`src/rtl/przesuniecie_pkg.sv`:
```
// ============================================================================
// Package : przesuniecie_pkg
// Purpose : Shared types and the shift-amount decode rule for the shift
//           blocks of the arithmetic unit. Both the combinational left
//           shifter and the sequential right shifter decode their amount
//           operand through decode_amount(), so they agree on what counts
//           as an error (negative amount) or an overflow (amount > width).
// Contents: state_t         - sequencer states of the sequential shifter
//           BITS_DEFAULT    - default operand width
//           MAX_BITS        - widest operand the decode function handles
//           dec_t           - decode result {error, overflow, amount}
//           decode_amount() - decode of the already inverted amount (~B)
// Revision: 1.0 - initial release
// ============================================================================
`default_nettype none

package przesuniecie_pkg;

  typedef enum logic [1:0] {
    IDLE  = 2'd0,
    LOAD  = 2'd1,
    SHIFT = 2'd2,
    DONE  = 2'd3
  } state_t;

  localparam int BITS_DEFAULT = 32;

  // Amounts are sign-extended to this width before decoding so that one
  // function serves every operand width up to MAX_BITS.
  localparam int MAX_BITS = 64;

  typedef struct packed {
    logic                error;     // amount is negative
    logic                overflow;  // amount exceeds the operand width
    logic [MAX_BITS-1:0] amount;    // valid amount, zero on error/overflow
  } dec_t;

  // n_ext : the encoded amount ~B, sign-extended to MAX_BITS.
  // bits  : operand width of the calling block.
  // Comparison is done on the full signed value; an amount equal to the
  // operand width is legal (it produces a pure sign fill).
  function automatic dec_t decode_amount(input logic signed [MAX_BITS-1:0] n_ext,
                                         input int                        bits);
    dec_t d;
    d.error    = 1'b0;
    d.overflow = 1'b0;
    d.amount   = '0;
    if (n_ext < 0) begin
      d.error = 1'b1;
    end else if (n_ext > longint'(bits)) begin
      d.overflow = 1'b1;
    end else begin
      d.amount = n_ext;
    end
    return d;
  endfunction

endpackage

`default_nettype wire

```
`src/rtl/przesuniecie_prawo_sekw_dekoder.sv`:
```
// ============================================================================
// Module  : dekoder_przesuniecia
// Purpose : Combinational decoder of the encoded shift-amount operand.
//           The amount is n = $signed(~b_i); the decode rule itself lives in
//           przesuniecie_pkg::decode_amount().
// Ports   : b_i        in  BITS   encoded amount operand (raw B)
//           n_o        out CNT_W  decoded amount, 0..BITS (0 on error/ovf)
//           error_o    out 1      n < 0
//           overflow_o out 1      n > BITS
// Revision: 1.0 - initial release
// ============================================================================
`default_nettype none

module dekoder_przesuniecia
  import przesuniecie_pkg::*;
#(
  parameter int BITS  = BITS_DEFAULT,
  parameter int CNT_W = $clog2(BITS + 1)
) (
  input  logic [BITS-1:0]  b_i,
  output logic [CNT_W-1:0] n_o,
  output logic             error_o,
  output logic             overflow_o
);

  logic        [BITS-1:0]     w_n_raw;
  logic signed [MAX_BITS-1:0] w_n_ext;
  dec_t                       w_dec;
  logic                       w_unused_amount_hi;

  assign w_n_raw = ~b_i;

  // Sign-extend before the range check so that large negative or positive
  // encodings are never truncated into a small in-range value.
  assign w_n_ext = MAX_BITS'($signed(w_n_raw));

  assign w_dec = decode_amount(w_n_ext, BITS);

  // A legal amount never exceeds BITS, so only the low CNT_W bits carry
  // information; the upper bits are always zero here.
  assign n_o                = w_dec.amount[CNT_W-1:0];
  assign error_o            = w_dec.error;
  assign overflow_o         = w_dec.overflow;
  assign w_unused_amount_hi = ^w_dec.amount[MAX_BITS-1:CNT_W];

endmodule

`default_nettype wire

```
`src/rtl/przesuniecie_prawo_sekw.sv`:
```
// ============================================================================
// Module  : przesuniecie_prawo_sekw
// Purpose : Sequential arithmetic right shifter, one bit per clock.
//           A request is accepted in IDLE, the amount is decoded in LOAD,
//           the operand is shifted n times in SHIFT and the result is
//           presented with a one-cycle o_valid pulse in DONE.
//           Amount encoding: n = $signed(~i_arg_B).
// Ports   : i_clk      in  1     clock, rising edge
//           i_rst      in  1     synchronous active-high reset
//           i_start    in  1     request, sampled only in IDLE
//           i_arg_A    in  BITS  signed operand
//           i_arg_B    in  BITS  encoded shift amount
//           o_result   out BITS  result, held until the next LOAD
//           o_error    out 1     n < 0, held with the result
//           o_overflow out 1     n > BITS, held with the result
//           o_busy     out 1     high in LOAD and SHIFT
//           o_valid    out 1     one-cycle pulse in DONE
// Revision: 1.0 - initial release
// ============================================================================
`default_nettype none

module przesuniecie_prawo_sekw
  import przesuniecie_pkg::*;
#(
  parameter int BITS = BITS_DEFAULT
) (
  input  logic            i_clk,
  input  logic            i_rst,
  input  logic            i_start,
  input  logic [BITS-1:0] i_arg_A,
  input  logic [BITS-1:0] i_arg_B,
  output logic [BITS-1:0] o_result,
  output logic            o_error,
  output logic            o_overflow,
  output logic            o_busy,
  output logic            o_valid
);

  localparam int CNT_W = $clog2(BITS + 1);

  state_t            state_q;
  logic [BITS-1:0]   work_q;     // operand being shifted
  logic [BITS-1:0]   amt_q;      // captured ~B, decoded during LOAD
  logic [CNT_W-1:0]  cnt_q;      // shifts still to perform
  logic [BITS-1:0]   result_q;
  logic              error_q;
  logic              overflow_q;
  logic              busy_q;
  logic              valid_q;

  logic [CNT_W-1:0]  w_n;
  logic              w_error;
  logic              w_overflow;
  logic [BITS-1:0]   w_shifted;
  logic [BITS-1:0]   w_sign_fill;

  // The decoder expects the raw B encoding, while the register holds ~B;
  // inverting again restores B.
  dekoder_przesuniecia #(
    .BITS  (BITS),
    .CNT_W (CNT_W)
  ) u_dekoder (
    .b_i        (~amt_q),
    .n_o        (w_n),
    .error_o    (w_error),
    .overflow_o (w_overflow)
  );

  // Arithmetic shift by one: the sign bit is replicated into the MSB.
  assign w_shifted   = {work_q[BITS-1], work_q[BITS-1:1]};
  assign w_sign_fill = {BITS{work_q[BITS-1]}};

  always_ff @(posedge i_clk) begin
    if (i_rst) begin
      state_q    <= IDLE;
      work_q     <= '0;
      amt_q      <= '0;
      cnt_q      <= '0;
      result_q   <= '0;
      error_q    <= 1'b0;
      overflow_q <= 1'b0;
      busy_q     <= 1'b0;
      valid_q    <= 1'b0;
    end else begin
      valid_q <= 1'b0;
      case (state_q)
        IDLE: begin
          if (i_start) begin
            work_q  <= i_arg_A;
            amt_q   <= ~i_arg_B;
            busy_q  <= 1'b1;
            state_q <= LOAD;
          end
        end

        LOAD: begin
          // Flags and result of the previous operation are replaced here.
          error_q    <= w_error;
          overflow_q <= w_overflow;
          if (w_error) begin
            result_q <= '0;
            busy_q   <= 1'b0;
            valid_q  <= 1'b1;
            state_q  <= DONE;
          end else if (w_overflow) begin
            result_q <= w_sign_fill;
            busy_q   <= 1'b0;
            valid_q  <= 1'b1;
            state_q  <= DONE;
          end else if (w_n == '0) begin
            result_q <= work_q;
            busy_q   <= 1'b0;
            valid_q  <= 1'b1;
            state_q  <= DONE;
          end else begin
            result_q <= '0;
            cnt_q    <= w_n;
            state_q  <= SHIFT;
          end
        end

        SHIFT: begin
          work_q <= w_shifted;
          cnt_q  <= cnt_q - 1'b1;
          // Last shift: publish the shifted value directly so the result is
          // ready in the DONE cycle.
          if (cnt_q == CNT_W'(1)) begin
            result_q <= w_shifted;
            busy_q   <= 1'b0;
            valid_q  <= 1'b1;
            state_q  <= DONE;
          end
        end

        DONE: begin
          state_q <= IDLE;
        end

        default: begin
          state_q <= IDLE;
        end
      endcase
    end
  end

  assign o_result   = result_q;
  assign o_error    = error_q;
  assign o_overflow = overflow_q;
  assign o_busy     = busy_q;
  assign o_valid    = valid_q;

endmodule

`default_nettype wire

```
`config.mk`:
```
export PLATFORM = sky130hd
export DESIGN_NAME = przesuniecie_prawo_sekw
export DESIGN_NICKNAME = d
export VERILOG_FILES = /design/src/rtl/przesuniecie_pkg.sv /design/src/rtl/przesuniecie_prawo_sekw_dekoder.sv /design/src/rtl/przesuniecie_prawo_sekw.sv
export SDC_FILE = /design/constraint.sdc
export NUM_CORES = 1
export LEC_CHECK = 0
export CORE_MARGIN = 1
export CORE_UTILIZATION = 47
export CTS_BUF_LIST = sky130_fd_sc_hd__clkbuf_16
export CTS_CLUSTER_SIZE = 25
export DETAILED_ROUTE_END_ITERATION = 8
export PLACE_DENSITY = 0.75
export SYNTH_ARGS = -nofsm -noshare
export SYNTH_HDL_FRONTEND = slang
export SYNTH_SLANG_ARGS = --single-unit
```
`constraint.sdc`:
```
create_clock -name i_clk -period 2.49 [get_ports i_clk]
set_clock_uncertainty 0.2 [all_clocks]
set_input_delay 0.498 -clock i_clk [delete_from_list [all_inputs] [get_ports i_clk]]
set_output_delay 0.498 -clock i_clk [all_outputs]
set_load 0.01 [all_outputs]
```
Word level (Yosys, flattened, before mapping)
Index checks and enable logic that the tools add are counted.
{ "totals": {"in_bits": 67, "latchBits": 0, "mem_bits_rw": 0, "ff_bits": 108, "wordCells": 71, "romBits": 0, "output_inout_bits": 36, "n_memories": 0} }
{ "op_classes": {"magnitude_cmp": 2, "addsub": 1, "n_eq_ne": 10, "mux": 32, "reduce_logical": 12, "shift": 0, "bitwise_logic": 4, "mul": 0, "div_mod_pow": 0} }
{ "ops": {"columns": ["operator", "count"], "rows": [
  ["$mux 32", 5],
  ["$pmux 32 s2", 2],
  ["$not 32->32", 3],
  ["$mux 65", 1],
  ["$mux 64", 1],
  ["$gt 32x7->1 const B", 1],
  ["$lt 32x1->1 const B", 1],
  ["$mux 6", 3],
  ["$mux 1", 14],
  ["$pmux 6 s2", 1],
  ["$ne 2x2->1 const B", 5],
  ["$pmux 2 s4", 1],
  ["$reduce_and 2->1", 4],
  ["$reduce_and 4->1", 2],
  ["$eq 6x1->1 const B", 1],
  ["$logic_not 6->1", 1],
  ["$sub 6x1->6 const B", 1],
  ["$eq 2x2->1 const B", 2],
  ["$mux 2", 2],
  ["$ne 4x4->1 const B", 1],
  ["$reduce_bool 2->1", 2],
  ["$pmux 1 s3", 1],
  ["$reduce_and 3->1", 1],
  ["$reduce_bool 3->1", 1],
  ["4 further kinds", 4]
]} }

Longest topological paths before layout
{ "logic_depth": {"word_depth": 10, "mapped_depth": 8} }

Modules after synthesis
Synthesis repeated with hierarchy kept, for this count alone.
{ "hier_totals": {"cells_unflattened": 555, "area_unflattened_um2": 5087.4} }
{ "by_module_without_submodules": {"columns": ["mod", "cells_each", "n_inst", "area_per_inst_um2", "seq_area_each_um2"], "rows": [
  ["przesuniecie_prawo_sekw", 533, 1, 4895.9, 2162.1],
  ["dekoder_przesuniecia", 22, 1, 191.4, 0.0]
]} }

Worst setup path before layout
OpenSTA, ideal clock, no wires.
{ "synth_timing": {"path_kind": "register to register", "startpoint": "register state_q[0]", "endpoint": "register cnt_q[0]", "path_buffers": 1, "period_less_slack_ns": 2.025, "t_required_ns": 2.202, "t_arrival_ns": 1.737, "path_stages_with_launch": 8, "path_slack_ns": 0.465, "path_cell_list": "dfxtp_1 -> inv_1 -> ha_1 -> buf_2 -> or3_1 -> nor3_1 -> nand2_1 -> a311oi_2"} }
{ "synth_between": {"elab_chain_cells": 3, "word_cells_on_any_way": 8} }
{ "synth_lines": {"columns": ["item", "line_no", "text"], "rows": [
  ["start, declared", "przesuniecie_prawo_sekw.sv:41", "state_t state_q;"],
  ["start signal, assigned", "przesuniecie_prawo_sekw.sv:75", "state_q <= IDLE;"],
  ["start signal, assigned", "przesuniecie_prawo_sekw.sv:92", "state_q <= LOAD;"],
  ["start signal, assigned", "przesuniecie_prawo_sekw.sv:104", "state_q <= DONE;"],
  ["$eq 2x1->1 / $eq 2x2->1 (equally long branches)", "przesuniecie_prawo_sekw.sv:86", "case (state_q)"],
  ["$ne 2x2->1 (no source line) / $reduce_bool 2->1 (equally long branches)", null, null],
  ["$reduce_and 4->1 (no source line)", null, null],
  ["end signal, assigned", "przesuniecie_prawo_sekw.sv:117", "cnt_q <= w_n;"],
  ["end signal, assigned", "przesuniecie_prawo_sekw.sv:124", "cnt_q <= cnt_q - 1'b1;"],
  ["end, declared", "przesuniecie_prawo_sekw.sv:44", "logic [CNT_W-1:0] cnt_q;"]
]} }
Several ways; a longest one is shown, not always the timed one.
A chain may end at the register's enable or synchronous reset.

Worst setup path after layout
{ "layout_timing": {"startpoint": "register amt_q[8]", "endpoint": "register busy_q, in the netlist o_busy"} }
{ "layout_between": {"elab_chain_cells": 8, "word_cells_on_any_way": 14} }
{ "layout_lines": {"columns": ["item", "line_no", "text"], "rows": [
  ["start, declared", "przesuniecie_prawo_sekw.sv:43", "logic [BITS-1:0] amt_q;"],
  ["start signal, assigned", "przesuniecie_prawo_sekw.sv:90", "amt_q <= ~i_arg_B;"],
  ["$not 32->32 *", "przesuniecie_prawo_sekw.sv:63", ".b_i (~amt_q),"],
  ["$not 32->32 *", "przesuniecie_prawo_sekw_dekoder.sv:31", "assign w_n_raw = ~b_i;"],
  ["$gt 32x7->1", "przesuniecie_pkg.sv:50", "end else if (n_ext > longint'(bits)) begin"],
  ["$mux 64 / $mux 1 (equally long branches)", "przesuniecie_pkg.sv:50", null],
  ["$mux 65", "przesuniecie_pkg.sv:48", "if (n_ext < 0) begin"],
  ["$logic_not 6->1 / $mux 1 (equally long branches)", "przesuniecie_prawo_sekw.sv:110, przesuniecie_prawo_sekw.sv:105", null],
  ["$ne 4x4->1 (no source line) / $mux 1 (equally long branches)", null, null],
  ["$reduce_and 4->1 (no source line) / $pmux 1 s3 (equally long branches)", null, null],
  ["end signal, assigned", "przesuniecie_prawo_sekw.sv:107", "busy_q <= 1'b0;"],
  ["end signal, assigned", "przesuniecie_prawo_sekw.sv:112", "busy_q <= 1'b0;"],
  ["end signal, assigned", "przesuniecie_prawo_sekw.sv:129", "busy_q <= 1'b0;"],
  ["end, declared", "przesuniecie_prawo_sekw.sv:48", "logic busy_q;"]
]} }
Every way passes the cells marked *; elsewhere a longest branch is shown, timed or not.

==> results.cfg <==
[synthesis]
netlist_area_um2 = 4850
yosys.area_share.simple = 0.213
synthDistinctLibCells = 47
yosysSeqAreaShare = 0.446
synth_area_leader_cell = dfxtp_1
syn_nets = 646
syn_area_per_cell_um2 = 8.48
synth_edf_count = 0
syn-instance-count = 572
synth_most_common_cell = dfxtp_1
muxShareOfSynthArea = 0.0134
synth_compound_area_frac = 0.255
ys_ff_latch = 108
synth_fa_ha_area_frac = 0.0181
synth_common_cells = dfxtp_1 (108), nor2_1 (104), nand2_1 (65)
synth_top_family_by_area = compound AO/OA/AOI/OAI gates
ys_warn_count = 0
synth-main-ff-cell = dfxtp_1
synthXorXnorAreaFrac = 0.00723
synth_top_cell_area_share = 0.446
ys_async_sr_fraction = 0
synth_area_leaders = dfxtp_1 (45%), a311oi_1 (11%), nor2_1 (8.1%)

[cts]
cts_buffer_depth = 2
clkTransAtPathRegs_ps = 70
cts_buffers = 9
h-tree-depth = 3
cts-root-buf = clkbuf_16
clock_latency_ps = 340
ctsHoldBuffers = 0
cts.sinks = 108
cts_tree = yes

[layout]
area_delta_synth_final_pct = 30.6
nets = 722
n_antenna_cell = 0
drive_gt1_frac = 0.0736

[pwr]
powerDensity_nw_per_um2 = 1270
vdd_drop_max_v = 0.000609
p_leak_uw = 0.00222

[timing]
fmax_mhz = 436
rsz0062_at_grt = false
setup-violations-final = 0
setup_tns_ps = 0
holdWs_ps = 297
finalCritPeriodShare = 0.921
maxSlewHeadroom = 0.523
fin_crit_ps = 2290
maxSlewViolCount = 0
hold_viol_final = 0
worst_slack_ps = 197
worstMarginPinSlew_ps = 715

[worst_hold_path]
hp-class = flop to flop

[place]
port_buffers = 102
dp_hpwl_mm = 8.14
place_ws_ps = 191
routabilityCongestion = 0.795

[grt]
antenna_found_initial = 0
busiest_layer = met2
globalRouteMet2Util = 0.372
grt-ovfl-total = 0
grt_usage = 0.221
grt_max_degree = 65
use_met1 = 0.284
grt_pass1_wl_mm = 19.7
use_met3 = 0.0403
first_global_vias = 4154

[setup_path]
criticalPathCategory = flop to flop
cp_max_fo = 8
worstPathArrival_ps = 2330
required_ps = 2530
startpoint_type = flop
end_kind = flop

[route]
wl_per_cell_um = 15.3
postRouteAntennaNets = 0
drt_wl_total_mm = 12.0
dr.first_iter.drc_count = 272
drc = 0
dr.pass1.iters = 5
vias = 4480
viasPerCell = 5.71

[die]
chipHeight_um = 104
start_util = 0.492
coreArea_um2 = 9860
rows = 36
io_pins = 103
dieArea_um2 = 10700
die-width_um = 104

[job]
maxCapViolCount = 0

[status]
status = finished clean
layout by cell type, fill, tap and decap left out, drive strengths merged, types with 4 or more instances in the layout:
master	Yosys	routed
dfxtp	108	108
nor2	104	104
clkdlybuf4s50	0	101
nand2	65	65
a311oi	61	61
a211oi	47	47
nor2b	33	33
o21ai	33	33
buf	15	14
clkbuf	35	9
inv	8	9
ha	7	7
nor4	7	7
mux2i	5	5
nor3	5	5
a21oi	5	5
clkinv	0	4
sequential cells by signal (all words and copies together), names as in the netlist:
signal,count
amt_q,32
o_result,32
work_q,32
cnt_q,6
state_q,2
o_busy,1
o_error,1
o_overflow,1
o_valid,1
worst max-delay path, stage by stage, from the launching register on:
cell,delay [ps]
dfxtp_1,320
nor4_2,360
nand4_1,290
a2111oi_4,590
a21oi_2,130
mux2_4,300
layout make-up:
cell class | count | area (um^2)
Fill cell | 829 | 3530
Multi-Input combinational cell | 406 | 2510
Sequential cell | 108 | 2160
Timing Repair Buffer | 115 | 1190
Clock buffer | 9 | 225
Tap cell | 133 | 166
Clock inverter | 6 | 50.0
Inverter | 8 | 30.0
power by group:
group	leakage (uW)	internal, uW	switching, uW
combinational	0.00119	1740	2080
clock	0.000133	684	645
sequential	0.000891	2400	467
worst paths after layout:
| check | cells after the start | slack (ps) | from | end |
|---|---|---|---|---|
| max | 5 | 200 | amt_q[8] | o_busy |
| min | 2 | 300 | o_result[18] | o_result[18] |
| max reg2reg | 5 | 200 | amt_q[8] | o_busy |
| min reg2reg | 2 | 300 | o_result[18] | o_result[18] |
per-layer routing:
metal / vias to the layer above / wire [um]
li1: 2220 / -
met1: 2092 / 5410
met2: 150 / 5720
met3: 18 / 676
met4: 0 / 215
met5: - / 0
through the flow:
step                      power (uW)  std cells  area [um^2]   util
final                           8020        785         6330  0.642
after global routing            8580        785         6330  0.642
after CTS                       8020        785         6320  0.641
after detailed placement        6680        770         6040  0.613
after global placement          6570        770         6040  0.613
after floorplan                 5260        572         4850      -
kinds of logic (layout without fill, tap and decap cells):
| kind of cell | Yosys count | in the layout |
|---|---|---|
| adder cells (fa/ha/maj) | 7 | 7 |
| AND/OR/NAND/NOR | 227 | 227 |
| AO/OA/AOI/OAI | 162 | 162 |
| XOR/XNOR | 4 | 4 |
| buffers and inverters | 58 | 138 |
| multiplexers | 6 | 6 |
| flip-flops | 108 | 108 |
timing repair:
action                                  4_1_cts  5_1_grt
endpoints found under the setup margin        0        2
setup buffers                                 0        0
endpoints found under the hold margin         0        0
gates resized for setup                       0        2
No activity file was read; power rests on OpenSTA's default activity.
